## config.mk

```make
export PLATFORM = sky130hd
export DESIGN_NAME = seq_adder
export DESIGN_NICKNAME = d
export VERILOG_FILES = /design/src/rtl/seq_adder.sv
export SDC_FILE = /design/constraint.sdc
export NUM_CORES = 1
export LEC_CHECK = 0
export ABC_CLOCK_PERIOD_IN_PS = 7500
export CORE_UTILIZATION = 48
export DETAILED_ROUTE_END_ITERATION = 8
export PLACE_DENSITY_LB_ADDON = 0.2
export SYNTH_ARGS = -nofsm -noshare
export SYNTH_HDL_FRONTEND = slang
export SYNTH_SLANG_ARGS = --single-unit
export TNS_END_PERCENT = 5
```

## constraint.sdc

```tcl
create_clock -name clk -period 7.5 [get_ports clk]
set_clock_uncertainty 0.15 [all_clocks]
set_input_delay 1.5 -clock clk [delete_from_list [all_inputs] [get_ports clk]]
set_output_delay 1.5 -clock clk [all_outputs]
set_load 0.01 [all_outputs]
```

## src/rtl/seq_adder.sv

```systemverilog
// Digit-serial adder/subtractor: adds DIGIT bits per clock, LSB slice first,
// and publishes S/cout/ovf only when the whole word has been processed.
module seq_adder #(
    parameter int WIDTH = 6,
    parameter int DIGIT = 2
) (
    input  logic             clk,
    input  logic             rst_n,
    input  logic             start,
    input  logic             sub,
    input  logic [WIDTH-1:0] X,
    input  logic [WIDTH-1:0] Y,
    output logic [WIDTH-1:0] S,
    output logic             cout,
    output logic             ovf,
    output logic             busy,
    output logic             done
);
    localparam int N  = WIDTH / DIGIT;
    localparam int CW = $clog2(N + 1);
    localparam int IW = (WIDTH > 1) ? $clog2(WIDTH) : 1;

    typedef enum logic [1:0] {
        ST_IDLE = 2'd0,
        ST_RUN  = 2'd1,
        ST_DONE = 2'd2
    } state_t;

    state_t             state_r;
    state_t             state_nxt_s;
    logic [WIDTH-1:0]   x_r;
    logic [WIDTH-1:0]   y_r;
    logic [WIDTH-1:0]   acc_r;
    logic               carry_r;
    logic [CW-1:0]      cnt_r;
    logic [WIDTH-1:0]   s_r;
    logic               cout_r;
    logic               ovf_r;
    logic               busy_r;
    logic               done_r;
    logic               busy_nxt_s;
    logic               done_nxt_s;
    logic               accept_s;
    logic               last_s;
    logic [IW-1:0]      idx_s;
    logic [DIGIT:0]     slice_sum_s;
    logic [WIDTH-1:0]   acc_nxt_s;
    logic               ovf_nxt_s;

    assign accept_s = start && ((state_r == ST_IDLE) || (state_r == ST_DONE));
    assign last_s   = (cnt_r == CW'(N - 1));

    // Slice adder: one DIGIT-wide slice of the captured operands plus the running carry.
    always_comb begin
        idx_s       = {IW{1'b0}};
        slice_sum_s = {(DIGIT + 1){1'b0}};
        acc_nxt_s   = acc_r;
        ovf_nxt_s   = 1'b0;
        if (cnt_r < CW'(N)) begin
            idx_s = IW'(int'(cnt_r) * DIGIT);
        end else begin
            idx_s = {IW{1'b0}};
        end
        slice_sum_s = {1'b0, x_r[idx_s +: DIGIT]} + {1'b0, y_r[idx_s +: DIGIT]}
                    + {{DIGIT{1'b0}}, carry_r};
        acc_nxt_s[idx_s +: DIGIT] = slice_sum_s[DIGIT-1:0];
        ovf_nxt_s = (x_r[WIDTH-1] == y_r[WIDTH-1]) && (acc_nxt_s[WIDTH-1] != x_r[WIDTH-1]);
    end

    // State register plus registered busy/done flags.
    always_ff @(posedge clk or negedge rst_n) begin
        if (!rst_n) begin
            state_r <= ST_IDLE;
            busy_r  <= 1'b0;
            done_r  <= 1'b0;
        end else begin
            state_r <= state_nxt_s;
            busy_r  <= busy_nxt_s;
            done_r  <= done_nxt_s;
        end
    end

    // Next-state logic; start is only honoured outside RUN.
    always_comb begin
        state_nxt_s = state_r;
        case (state_r)
            ST_IDLE: begin
                if (start) begin
                    state_nxt_s = ST_RUN;
                end else begin
                    state_nxt_s = ST_IDLE;
                end
            end
            ST_RUN: begin
                if (last_s) begin
                    state_nxt_s = ST_DONE;
                end else begin
                    state_nxt_s = ST_RUN;
                end
            end
            ST_DONE: begin
                if (start) begin
                    state_nxt_s = ST_RUN;
                end else begin
                    state_nxt_s = ST_IDLE;
                end
            end
            default: state_nxt_s = ST_IDLE;
        endcase
    end

    // Output decode from the next state so busy/done are registered alongside it.
    always_comb begin
        busy_nxt_s = 1'b0;
        done_nxt_s = 1'b0;
        case (state_nxt_s)
            ST_RUN:  busy_nxt_s = 1'b1;
            ST_DONE: done_nxt_s = 1'b1;
            default: begin
                busy_nxt_s = 1'b0;
                done_nxt_s = 1'b0;
            end
        endcase
    end

    // Operand capture, serial accumulation and result publish on the last slice.
    always_ff @(posedge clk or negedge rst_n) begin
        if (!rst_n) begin
            x_r     <= {WIDTH{1'b0}};
            y_r     <= {WIDTH{1'b0}};
            acc_r   <= {WIDTH{1'b0}};
            carry_r <= 1'b0;
            cnt_r   <= {CW{1'b0}};
            s_r     <= {WIDTH{1'b0}};
            cout_r  <= 1'b0;
            ovf_r   <= 1'b0;
        end else if (accept_s) begin
            x_r     <= X;
            y_r     <= sub ? ~Y : Y;
            acc_r   <= {WIDTH{1'b0}};
            carry_r <= sub;
            cnt_r   <= {CW{1'b0}};
        end else if (state_r == ST_RUN) begin
            acc_r   <= acc_nxt_s;
            carry_r <= slice_sum_s[DIGIT];
            cnt_r   <= cnt_r + CW'(1'b1);
            if (last_s) begin
                s_r    <= acc_nxt_s;
                cout_r <= slice_sum_s[DIGIT];
                ovf_r  <= ovf_nxt_s;
            end
        end
    end

    assign S    = s_r;
    assign cout = cout_r;
    assign ovf  = ovf_r;
    assign busy = busy_r;
    assign done = done_r;

endmodule

```

======== After elaboration in Yosys (flattened, before gate mapping) ========
Cells that the tools add are included.
Widths: inputs -> output; s select.
cells by class
  add/subtract/negate cells ............... 4
  magnitude comparators ................... 1
  shift-type cells ........................ 4
  bitwise logic cells ..................... 2
  reduce and logical (&&, ||, !) cells .... 7
  multiplexer cells ....................... 14
  equality and inequality tests ........... 7
operators by type and width
  operator               number
  $mux 6                 3
  $shiftx 6x4->2         2
  $bwmux 6               1
  $eq 2x2->1 const B     3
  $mux 2                 3
  $not 6->6              1
  $shift 2x5->6 const A  1
  $shiftx 2x5->6         1
  $mux 1                 5
  $neg 3->5              1
  $eq 2x1->1 const B     2
  $pmux 2 s2             1
  $add 2x2->3            1
  $add 3x1->3            1
  $mux 3                 1
  $reduce_and 3->1       1
  $add 2x1->2 const B    1
  $logic_and 1x1->1      2
  $logic_not 2->1        1
  $lt 2x2->1 const B     1
  $reduce_bool 2->1      1
  $reduce_or 2->1        1
  $eq 1x1->1             1
  $logic_or 1x1->1       1
  2 further kinds        2
storage, ports and cells
  word-level logic and storage cells ...... 50
  register bits after elaboration ......... 33

======== Depth between registers and ports, before layout ========
Gate-level depths: netlist of run 1.
  depth after elaboration ................. 9
  mapped depth ............................ 11
  mapped depth without buffers ............ 10

======== Worst setup path before layout of run 1 ========
OpenSTA, ideal clock, no wires.
  path kind ............................... reg-to-reg
  from .................................... register cnt_r[0]
  to ...................................... register ovf_r, in the netlist ovf
  path slack .............................. 4512 ps
  stages on the path, launching flop included .. 11
  data required time ...................... 7268 ps
  setup time .............................. 82 ps
  clock period less this slack ............ 2988 ps
  arrival time ............................ 2756 ps
  path through ............................ dfrtp_1 > ha_1 > buf_2 > and2b_2 > nand2_1 > o21ai_0 > fa_1 > fa_1 > nor4bb_4 > or3_1 > a31oi_1
on the way
  word-level cells in the longest chain between the ends .. 9
  elaborated cells on any way between the ends .. 14
  classes of those cells .................. 3 x add/sub; 1 x order compare; 2 x eq/ne; 4 x shift; 2 x mux; 2 x reduce/logical
ends and longest elaborated chain
  item                      RTL line  source
  start: declaration        35        logic [CW-1:0] cnt_r;
  start signal: assignment  133       cnt_r <= {CW{1'b0}};
  start signal: assignment  142       cnt_r <= {CW{1'b0}};
  start signal: assignment  146       cnt_r <= cnt_r + CW'(1'b1);
  $lt 2x2->1                59        if (cnt_r < CW'(N)) begin
  $mux 3                    59
  $shiftx 6x4->2            64        slice_sum_s = {1'b0, x_r[idx_s +: DIGIT]} + {1'b0, y_r[idx_s +: DIGIT]}
  $add 2x2->3               64
  $add 3x1->3               65        + {{DIGIT{1'b0}}, carry_r};
  $shiftx 2x5->6            66        acc_nxt_s[idx_s +: DIGIT] = slice_sum_s[DIGIT-1:0];
  $bwmux 6                  66
  $ne 1x1->1                67        ovf_nxt_s = (x_r[WIDTH-1] == y_r[WIDTH-1]) && (acc_nxt_s[WIDTH-1] != x_r[WIDTH-1]);
  $logic_and 1x1->1         67
  end signal: assignment    150       ovf_r <= ovf_nxt_s;
  end: declaration          38        logic ovf_r;
Several ways; a longest one is shown, not always the timed one.
A chain may end at the register's enable or synchronous reset.

======== Final worst setup path of run 1 ========
Same ends and word-level chain as after synthesis.

==> results.toml, run 1 <==
[synth]
synthSimpleGateAreaFrac = 0.187
syn-num-nets = 181
synth_compound_area_frac = 0.123
synthAdderAreaFrac = 0.0480
async_reset_ff_frac = 1.00
synth_area_per_cell_um2 = 10.1
ys_warn_count = 0
synth_most_common_cell = "nand2_1"
synth_top_area_share = 0.511
ys_top_cells_by_count = "36 x nand2_1, 33 x dfrtp_1, 13 x o21ai_0"
netlist_instances = 160
synth-seq-cells = 33
synthFlopType = "dfrtp_1"
synth-seq-area-share = 0.511
yosysUniqueCellTypes = 29
synth-xor-area-share = 0.0325
synth_top_family_by_area = "simple AND/OR/NAND/NOR gates"
synth_mux_area_frac = 0.0495
synth_edf_count = 0
synth.area.top_cells = "dfrtp_1 51%, nand2_1 8.4%, mux2i_1 5.0%"
yosysTopAreaCell = "dfrtp_1"
synth_area_mm2 = 0.00162

[floorplanning]
io_pins = 26
start_util = 0.517
fp-row-count = 20
fp.dieW_um = 60.0
dieArea_mm2 = 0.00360
placeableCoreArea_mm2 = 0.00313
die_y_um = 60.0

[cells_and_area]
fin_area_mm2 = 0.00194
drive_gt1_frac = 0.0870
n_fill_cell = 281
utilization = 0.621
syn_to_final_growth_pct = 20.1
multi_input_area_um2 = 711
layout.area.seq_um2 = 826
layout.nets = 204
n_antenna_cell = 0

[clock_network]
cts_tree = "done"
numCtsBuffers = 5
postCtsSetupBuffers = 0
clock_latency_ps = 340
postCtsHoldBufs = 0
clk_path_buf_depth = 2
cts-resized-gates = 0
htree_levels = 2
cts-root-buf = "clkbuf_4"
clock_sink_count = 33
cts.clk_slew.worst_paths_ps = 100

[place]
dp_hpwl_um = 2300
port_buffers = 25
dpl_cell_area_mm2 = 0.00187
gp_congestion = 0.806

[power]
max-vdd-ir-drop_uv = 243
power_density_mw_per_mm2 = 451
power_uw = 877
leakagePower_nw = 0.889

[detailed_routing]
first_pass_iters = 4
ant_nets = 0
vias_per_cell = 5.16
drtIter0Drc = 62
vias = 1176
wl_um = 3180
routedWlPerCell_um = 14.0
drc = 0

[timing]
hold_violations = 0
min_period_over_period = 0.448
setup-violations-final = 0
finalMaxSlewViolations = 0
period_minus_slack_ps = 3360
hold_ws_ps = 344
worstMarginPinSlew_ps = 849
fmax_ghz = 0.298
rsz0062_at_grt = "false"
tns_ps = 0
relSlewSlack = 0.434

[global_routing]
track_usage = 0.207
grt_util_met1 = 0.279
grt_max_degree = 34
grt.overflow.total = 0
first_global_vias = 1111
gr-usage-met2 = 0.316
use_met3 = 0.0411
grt_antenna_before_repair = 0
grt_first_pass_wirelength_um = 5260
top_usage_layer = "met2"

[critical_path]
start_kind = "flip-flop"
path_class = "reg -> reg"
crit_path_end_kind = "flip-flop"
required_ps = 7620
arrival_ps = 3480
cp_max_fo = 11

[outcome]
outcome = "finished, final reports clean"

[worst_hold_path]
min_path_type = "reg -> reg"

[flow_run]
drv_cap = 0
==> report_power, final <==
group | total (mW) | internal (mW) | switching (mW)
registers | 0.302 | 0.254 | 0.0476
clock network | 0.114 | 0.0543 | 0.0594
logic | 0.461 | 0.214 | 0.247
total | 0.877 | 0.523 | 0.354
==> state kept, by name, indices dropped and copies added (netlist names) <==
| name | cells |
|---|---|
| x_r | 6 |
| y_r | 6 |
| cout | 1 |
| cnt_r | 2 |
| done | 1 |
| S | 6 |
| state_r | 2 |
| acc_r | 6 |
| busy | 1 |
| carry_r | 1 |
| ovf | 1 |
==> logic make-up after synthesis <==
family / after synthesis
AND/OR/NAND/NOR: 61
flip-flops: 33
AO/OA/AOI/OAI: 31
buffers and inverters: 16
multiplexers: 8
XOR/XNOR: 6
adder cells (fa/ha/maj): 5
==> final timing paths <==
check	startpoint	endpoint	slack (ps)	cells past startpoint
worst min-delay path	y_r[2]	y_r[2]	340	2
worst max-delay path	cnt_r[0]	ovf	4140	10
max in group asynchronous	rst_n	x_r[1]	5490	2
worst min register to register	y_r[2]	y_r[2]	340	2
min in group asynchronous	rst_n	S[5]	1400	2
worst max register to register	cnt_r[0]	ovf	4140	10
==> cell usage in the layout, fill, tap and decap left out, types with 3 or more instances in the layout <==
| master | Yosys | routed |
|---|---|---|
| nand2_1 | 36 | 36 |
| dfrtp_1 | 33 | 33 |
| clkdlybuf4s50_1 | 0 | 25 |
| o21ai_0 | 13 | 13 |
| mux2i_1 | 8 | 8 |
| nor2_1 | 8 | 8 |
| inv_1 | 6 | 6 |
| xnor2_1 | 6 | 6 |
| o21ai_1 | 6 | 6 |
| nor2b_1 | 5 | 5 |
| clkbuf_4 | 0 | 5 |
| a32o_1 | 4 | 4 |
| ha_1 | 3 | 3 |
==> worst max-delay path, cell delays in order, from the launching register on <==
cell      delay, ps
dfrtp_1         420
inv_1            90
ha_1            450
and2b_2         300
nand2_1          60
o21ai_0         110
fa_1            440
fa_1            520
nor4bb_4        200
or3_1           380
a31oi_1         160
==> metal layers <==
metal  share of wire  vias to the layer above
met2            0.49                       23
met3           0.036                        2
li1                -                      580
met5               0                        -
met4          0.0060                        0
met1            0.47                      571
==> through the flow <==
step | worst slack [ps] | cells
after detailed placement | 4150 | 220
after global routing | 3920 | 228
after global placement | 4270 | 220
after floorplan | 4510 | 160
final | 4140 | 228
after CTS | 4110 | 228
==> layout make-up <==
type	count	area share
repair buffers	26	0.133
well taps	44	0.0284
multi-input cells	111	0.366
clock buffers	7	0.0335
flip-flops and latches	33	0.425
clock inverters	1	0.00258
inverters	6	0.0116
(Power assumes the default switching activity.)
==> run 2: changes to the inputs <==
Settings changed: ABC_CLOCK_PERIOD_IN_PS 7500 to 3490.
Clock period 7.5 ns to 3.49 ns, I/O delays scaled along.
==> run 2 against run 1 <==
  * Power is 110% higher
  * Sequential power is 120% higher
  * Clock power is 87% higher
  * Combinational power is 120% higher
  * Critical endpoint unchanged
  * Largest cell class unchanged
  * Largest power group unchanged
==> results.toml, run 2 (synthesis results as in run 1) <==
[outcome]
outcome = "finished, final reports clean"

[timing]
worstMarginPinSlew_ps = 830
setup-violations-final = 0
period_minus_slack_ps = 3220
finalMaxSlewViolations = 0
min_period_over_period = 0.923
tns_ps = 0
relSlewSlack = 0.447
hold_violations = 0
fmax_ghz = 0.310
rsz0062_at_grt = "false"

[power]
power_density_mw_per_mm2 = 961
leakagePower_nw = 0.884
max-vdd-ir-drop_uv = 533

[floorplanning]
placeableCoreArea_mm2 = 0.00313
die_y_um = 60.0
fp-row-count = 20
io_pins = 26
fp.dieW_um = 60.0
dieArea_mm2 = 0.00360
start_util = 0.517

[critical_path]
cp_max_fo = 6
start_kind = "flip-flop"
crit_path_end_kind = "flip-flop"
path_class = "reg -> reg"
r2r_slack_ps = 270
required_ps = 3600
arrival_ps = 3330
reg2reg_depth = 10

[worst_hold_path]
min_delay_path_depth = 2
min_path_type = "reg -> reg"

[cells_and_area]
layout.nets = 205
drive_gt1_frac = 0.0815
fin_cells = 228
n_fill_cell = 273
n_antenna_cell = 0
syn_to_final_growth_pct = 19.7
mostFrequentLayoutCells = "36 x nand2_1, 33 x dfrtp_1, 25 x clkdlybuf4s50_1"
final_common_cell = "nand2_1"

[clock_network]
clock_sink_count = 33
htree_levels = 2
postCtsSetupBuffers = 0
cts-root-buf = "clkbuf_4"
clock_latency_ps = 330
cts.clk_slew.worst_paths_ps = 90
cts-resized-gates = 0
postCtsHoldBufs = 0
clk_path_buf_depth = 2
numCtsBuffers = 5
cts_tree = "done"

[place]
gp_congestion = 0.831
dp.cells = 221
dp_hpwl_um = 2190
port_buffers = 25

[flow_run]
drv_cap = 0

[detailed_routing]
wl_um = 3020
drc = 0
drtIter0Drc = 26
vias_per_cell = 5.07
vias = 1157
ant_nets = 0
first_pass_iters = 4
routedWlPerCell_um = 13.3

[global_routing]
grt_first_pass_wirelength_um = 5330
grt_max_degree = 34
track_usage = 0.210
first_global_vias = 1155
grt_antenna_before_repair = 0
grt.overflow.total = 0
run 2: final timing paths:
check                         start          to
max                        cnt_r[0]         ovf
min                            cout        cout
max reg2reg                cnt_r[0]         ovf
min reg2reg                    cout        cout
max in group asynchronous     rst_n  state_r[1]
min in group asynchronous     rst_n        S[0]
run 2: area by class of cell:
type	count	area [um2]	area share
Timing Repair Buffer	27	265	0.137
Sequential cell	33	826	0.427
Inverter	6	22.5	0.0116
Multi-Input combinational cell	111	711	0.367
Clock buffer	7	55.1	0.0285
Tap cell	44	55.1	0.0285
run 2: where the power goes:
group	internal, mW	total, mW	switching [mW]
Combinational	0.467	0.993	0.526
Clock	0.0949	0.213	0.118
Sequential	0.547	0.653	0.107
Total	1.11	1.86	0.751
run 2: metrics by stage:
step | power (mW) | cell area [um2] | utilization | hold slack [ps] | worst slack, ps
floorplan | 1.38 | 1620 | - | 252 | 502
CTS | 1.86 | 1930 | 0.618 | 335 | 288
detailed placement | 1.64 | 1880 | 0.601 | 312 | 317
finish | 1.86 | 1930 | 0.618 | 335 | 269
global route | 2.02 | 1930 | 0.618 | 379 | 53.5
global placement | 1.62 | 1880 | 0.601 | 313 | 420
run 2: critical path: stages (launching register included):
cell,delay (ps)
dfrtp_1,420
inv_1,100
ha_1,330
and2b_2,290
nand2_1,60
o21ai_0,100
fa_1,440
fa_1,510
nor4bb_4,200
or3_1,380
a31oi_1,160
run 2: layer usage:
| layer | track usage | vias to the layer above | share of wire |
|---|---|---|---|
| met5 | 0 | - | 0 |
| met4 | 0.0831 | 0 | 0.019 |
| met3 | 0.0649 | 8 | 0.044 |
| met2 | 0.329 | 27 | 0.47 |
| met1 | 0.270 | 539 | 0.46 |
| li1 | - | 583 | - |
